## src/rtl/sifive_scope_tl_e_tracer.sv

```systemverilog
//==============================================================================
// Module   : sifive_scope_tl_e_tracer
// Brief    : TileLink channel-E handshake tracer with circular capture buffer.
//            Optional timestamps: define SIFIVE_SCOPE_TL_E_TIMESTAMP_EN.
// Revision : 1.0 - initial release
//==============================================================================
`default_nettype none

module sifive_scope_tl_e_tracer #(
  parameter int SINK_W = 1,
  parameter int DEPTH  = 8,
  parameter int TS_W   = 16,
  parameter int MODE   = 0
) (
  input  logic                       clock,
  input  logic                       reset_n,
  input  logic                       mon_valid,
  input  logic                       mon_ready,
  input  logic [SINK_W-1:0]          mon_sink,
  input  logic                       arm,
  input  logic                       stop,
  output logic                       rd_valid,
  input  logic                       rd_ready,
  output logic [SINK_W-1:0]          rd_sink,
  output logic [TS_W-1:0]            rd_ts,
  output logic                       capturing,
  output logic                       done,
  output logic [$clog2(DEPTH+1)-1:0] count,
  output logic [7:0]                 drop_cnt
);

  localparam int c_PTR_W = $clog2(DEPTH);
  localparam int c_CNT_W = $clog2(DEPTH+1);
  localparam logic [c_CNT_W-1:0] c_FULL    = c_CNT_W'(DEPTH);
  localparam logic [c_CNT_W-1:0] c_CNT_ONE = c_CNT_W'(1);
  localparam logic [c_PTR_W-1:0] c_PTR_ONE = c_PTR_W'(1);

  localparam logic [1:0] c_S_IDLE    = 2'd0;
  localparam logic [1:0] c_S_CAPTURE = 2'd1;
  localparam logic [1:0] c_S_DONE    = 2'd2;

  logic [1:0]         r_state;
  logic [1:0]         w_state_nxt;
  logic [c_PTR_W-1:0] r_rd_ptr;
  logic [c_PTR_W-1:0] r_wr_ptr;
  logic [c_CNT_W-1:0] r_count;
  logic [c_CNT_W-1:0] w_count_nxt;
  logic [7:0]         r_drop;
  logic [SINK_W-1:0]  r_mem_sink [DEPTH];

  logic w_fire;
  logic w_pop;
  logic w_in_cap;
  logic w_full;
  logic w_wr;
  logic w_ovr;
  logic w_rd_adv;

  assign w_fire   = mon_valid & mon_ready;
  assign w_pop    = (r_count != '0) & rd_ready;
  assign w_in_cap = (r_state == c_S_CAPTURE);
  assign w_full   = (r_count == c_FULL);
  // A full one-shot buffer is never in CAPTURE, so only wrap mode writes when full without a pop.
  assign w_wr     = w_fire & w_in_cap & ~arm & (~w_full | w_pop | (MODE == 1));
  assign w_ovr    = w_wr & w_full & ~w_pop;
  assign w_rd_adv = w_pop | w_ovr;

  always_comb begin
    w_count_nxt = r_count;
    if (w_wr && !w_full)
      w_count_nxt = w_count_nxt + c_CNT_ONE;
    if (w_pop && !(w_wr && w_full))
      w_count_nxt = w_count_nxt - c_CNT_ONE;
  end

  // State register
  always_ff @(posedge clock or negedge reset_n) begin
    if (!reset_n)
      r_state <= c_S_IDLE;
    else
      r_state <= w_state_nxt;
  end

  // Next-state logic; arm takes priority over stop
  always_comb begin
    w_state_nxt = r_state;
    if (arm) begin
      w_state_nxt = c_S_CAPTURE;
    end else begin
      case (r_state)
        c_S_CAPTURE: begin
          if (stop)
            w_state_nxt = c_S_DONE;
          else if ((MODE == 0) && w_wr && (w_count_nxt == c_FULL))
            w_state_nxt = c_S_DONE;
        end
        default: w_state_nxt = r_state;
      endcase
    end
  end

  // Output logic
  always_comb begin
    capturing = (r_state == c_S_CAPTURE);
    done      = (r_state == c_S_DONE);
  end

  always_ff @(posedge clock or negedge reset_n) begin
    if (!reset_n) begin
      r_rd_ptr <= '0;
      r_wr_ptr <= '0;
      r_count  <= '0;
      r_drop   <= '0;
    end else if (arm) begin
      r_rd_ptr <= '0;
      r_wr_ptr <= '0;
      r_count  <= '0;
      r_drop   <= '0;
    end else begin
      if (w_wr)
        r_wr_ptr <= r_wr_ptr + c_PTR_ONE;
      if (w_rd_adv)
        r_rd_ptr <= r_rd_ptr + c_PTR_ONE;
      r_count <= w_count_nxt;
      if (w_ovr && (r_drop != 8'hFF))
        r_drop <= r_drop + 8'd1;
    end
  end

  always_ff @(posedge clock or negedge reset_n) begin
    if (!reset_n) begin
      for (int i = 0; i < DEPTH; i++)
        r_mem_sink[i] <= '0;
    end else if (w_wr) begin
      r_mem_sink[r_wr_ptr] <= mon_sink;
    end
  end

`ifdef SIFIVE_SCOPE_TL_E_TIMESTAMP_EN
  logic [TS_W-1:0] r_ts;
  logic [TS_W-1:0] r_mem_ts [DEPTH];

  always_ff @(posedge clock or negedge reset_n) begin
    if (!reset_n)
      r_ts <= '0;
    else if (arm)
      r_ts <= '0;
    else if (w_in_cap)
      r_ts <= r_ts + TS_W'(1);
  end

  always_ff @(posedge clock or negedge reset_n) begin
    if (!reset_n) begin
      for (int i = 0; i < DEPTH; i++)
        r_mem_ts[i] <= '0;
    end else if (w_wr) begin
      r_mem_ts[r_wr_ptr] <= r_ts;
    end
  end

  assign rd_ts = r_mem_ts[r_rd_ptr];
`else
  assign rd_ts = '0;
`endif

  assign rd_valid = (r_count != '0);
  assign rd_sink  = r_mem_sink[r_rd_ptr];
  assign count    = r_count;
  assign drop_cnt = r_drop;

endmodule

`default_nettype wire
```

## config.mk

```make
export PLATFORM = sky130hd
export DESIGN_NAME = sifive_scope_tl_e_tracer
export DESIGN_NICKNAME = d
export VERILOG_FILES = /design/src/rtl/sifive_scope_tl_e_tracer.sv
export SDC_FILE = /design/constraint.sdc
export NUM_CORES = 1
export LEC_CHECK = 0
export ABC_CLOCK_PERIOD_IN_PS = 5430
export CAP_MARGIN = 20
export CORE_ASPECT_RATIO = 1.75
export CORE_MARGIN = 2
export CORE_UTILIZATION = 52
export DETAILED_ROUTE_END_ITERATION = 10
export GPL_TIMING_DRIVEN = 0
export PLACE_DENSITY = 0.95
export SLEW_MARGIN = 20
export SYNTH_ARGS = -nofsm -noshare
export SYNTH_HDL_FRONTEND = slang
export SYNTH_SLANG_ARGS = --single-unit
```

## constraint.sdc

```tcl
create_clock -name clock -period 5.43 [get_ports clock]
set_clock_uncertainty 0.2 [all_clocks]
set_input_delay 1.086 -clock clock [delete_from_list [all_inputs] [get_ports clock]]
set_output_delay 1.086 -clock clock [all_outputs]
set_load 0.02 [all_outputs]
```

==> summary.md <==
| Metric | Value |
|---|---|
| Status | complete, no violations |
| Netlist cell types | 39 |
| Seq cells post-synth | 28 |
| RSZ-0062 raised after global routing | false |
| Met1 global-route usage | 0.197 |
| Leakage | 0.966 nW |
| Busiest layer in global routing | met2 |
| Clock Sinks | 28 |
| Area grow syn2layout | 23.1% |
| CP required | 5.40 ns |
| Fraction of layout cells with a size suffix above 1 | 0.149 |
| Boundary pin count | 40 |
| First-pass GRT wire length | 4.77 mm |
| Crit-path max cell delay | 0.44 ns |
| WL final | 2.99 mm |
| Pwr/cell area | 346 nW/um^2 |
| Commonest non-fill, non-tap cell in the layout | dfrtp_1 |
| Largest net degree at the start of global routing | 29 |
| Row cnt | 26 |
| Period utilization | 0.668 |
| Fillcell total | 205 |
| Cell Area, Placed | 1920 sq um |
| Worst min-delay path class | register to register |
| Slew headroom | 0.598 |
| Antenna diode count | 0 |
| Cell family with most CP delay | simple AND/OR/NAND/NOR gates |
| Setup TNS | 0 ns |
| IO buf count | 23 |
| Worst Tran Pin Value | 0.604 ns |
| Clock transition at the registers of the reported paths | 0.09 ns |
| Endpoints failing setup | 0 |
| Core area | 2930 sq um |
| Cells after Synth | 153 |
| CTS Buffer Depth | 2 |
| Avg Vias per Cell | 5.39 |
| Design Area, Final | 1980 sq um |
| CTS tree | yes |
| Post-CTS Resized | 0 |
| Vias in the first global route | 1,121 |
| Layout Nets | 209 |
| Clk root buf | clkbuf_8 |
| CP Max Fanout | 7 |
| Met3 usage | 0.0279 |
| Fin crit period | 3.63 ns |
| Met2 usage | 0.307 |
| Max-cap violation count | 0 |
| Post-CTS Setup Inserts | 0 |
| DR DRC count | 0 |
| Final Max Tran Viols | 0 |
| Iter 0 DRT Violations | 17 |
| Final Hold Fails | 0 |
| Cell at the slowest stage of the critical path | clkdlybuf4s50_1 |
| Main synth FF type | dfrtp_1 |
| Yosys warnings | 0 |
| Num CTS Buffers | 3 |
| Initial antenna violation count | 0 |
| EDFF count, synth | 0 |
| Buf/Inv on CP | 1 |
| Hold-fix buffers at CTS | 0 |
| Worst-Skew Late Latency | 0.28 ns |
| Fmax | 0.276 GHz |
| Post-DP HPWL | 2.25 mm |
| Synth async-reset ratio | 1.00 |
| Startpoint types | input port |
| Cell Chain, Critical Path | clkdlybuf4s50_1 > and4bb_4 > nand3_2 > mux2i_1 > ha_1 > and3_1 > mux2_1 > xor2_1 > nand4_1 > a221o_1 |
| # H-tree levels | 1 |
| Worst setup EP type | register |
| Peak VDD IR | 0.231 mV |
| Final ANT Viol Nets | 0 |
| Gpl congestion | 0.885 |
| Syn Area/Cell | 10.5 sq um |
| Wirelength per Cell | 13.4 um |
| GRT overflow | 0 |
| Total track usage | 0.180 |
| Placed Cells | 219 |
| Synth Cell Area | 1610 sq um |
| CP arrival | 3.59 ns |
| Cell Count, Final, Fillers Out | 223 |
| Die height | 77.5 um |
| Die area | 3570 sq um |
| Die Wd | 46.0 um |
| Most frequent cells in the layout | dfrtp_1, clkdlybuf4s50_1, buf_4, conb_1, nor2_1 |
| Initial Utilization | 0.549 |
| Pre-Repair DR Iteration Count | 4 |
| Post-synthesis sequential area ratio | 0.436 |
| Setup CP Type | input port to register |
| Detailed-route via count | 1,201 |
[cell usage after synthesis (2+ instances only)]
master | n | area, sq um
buf_4 | 16 | 120
xor2_1 | 3 | 26.3
nand3_1 | 3 | 15.0
nor2_1 | 14 | 52.6
a21oi_1 | 4 | 20.0
o21ai_0 | 2 | 10.0
mux4_2 | 2 | 45.0
nand4_1 | 2 | 12.5
nand2_1 | 12 | 45.0
mux2_1 | 9 | 101
mux2i_1 | 2 | 20.0
and2b_1 | 2 | 15.0
inv_1 | 6 | 22.5
and3_1 | 2 | 12.5
clkbuf_1 | 2 | 7.51
ha_1 | 5 | 62.6
nand3b_1 | 2 | 15.0
a211oi_1 | 2 | 15.0
xnor2_1 | 5 | 43.8
nor2b_1 | 11 | 68.8
dfrtp_1 | 28 | 701
and3b_1 | 2 | 17.5
[cell families after synthesis]
| logic type | after synthesis | synth area share |
|---|---|---|
| other | 1 | 0.00233 |
| and+or+nand+nor | 57 | 0.201 |
| muxes | 14 | 0.111 |
| adders and majority gates | 5 | 0.0389 |
| DFF | 28 | 0.436 |
| buffers and inverters | 24 | 0.0935 |
| xor gates and xnor gates | 8 | 0.0436 |
| AOI/OAI and AO/OA | 16 | 0.0740 |
[metrics by stage]
stage	util	setup WS [ns]	total power, mW	hold WS, ns
after floorplan	-	2.17	0.465	0.259
after global placement	0.659	1.54	0.554	0.271
after detailed placement	0.657	1.51	0.561	0.279
after CTS	0.676	1.79	0.688	0.300
after global routing	0.676	1.68	0.730	0.313
final	0.676	1.80	0.685	0.296
[flip-flops by register name (all words and copies together), names as in the netlist]
register	cells
count	4
r_state	2
drop_cnt	8
r_rd_ptr	3
r_mem_sink	8
r_wr_ptr	3
[routing by layer]
metal / vias up / part of all wire
li1: 579 / -
met1: 579 / 0.40
met2: 36 / 0.54
met3: 7 / 0.031
met4: 0 / 0.026
met5: - / 0
[path summary, 6_finish.rpt]
path	from	to	slack, ns	cells after the start
max	arm	r_state[0]$_DFFE_PN0P_	1.80	10
min	r_mem_sink[4]$_DFFE_PN0P_	r_mem_sink[4]$_DFFE_PN0P_	0.30	1
max reg2reg	count[0]$_DFF_PN0_	r_state[0]$_DFFE_PN0P_	2.41	11
min reg2reg	r_mem_sink[4]$_DFFE_PN0P_	r_mem_sink[4]$_DFFE_PN0P_	0.30	1
max in group asynchronous	reset_n	count[1]$_DFF_PN0_	4.02	1
min in group asynchronous	reset_n	r_mem_sink[3]$_DFFE_PN0P_	0.61	1
[power by group]
group / internal [mW] / switching (mW) / total, mW
clock network: 0.0649 / 0.0621 / 0.127
logic: 0.137 / 0.158 / 0.295
registers: 0.232 / 0.0313 / 0.263
total: 0.434 / 0.251 / 0.685
[layout make-up]
type | count | area, sq um | share of cell area
multi-input combinational | 116 | 812 | 0.410
inverter | 6 | 22.5 | 0.0114
clock buffer | 4 | 55.1 | 0.0278
buffer | 18 | 128 | 0.0645
sequential | 28 | 701 | 0.354
timing repair buffer | 23 | 225 | 0.114
tap | 28 | 35.0 | 0.0177
Power figures use the tool's default switching activity.
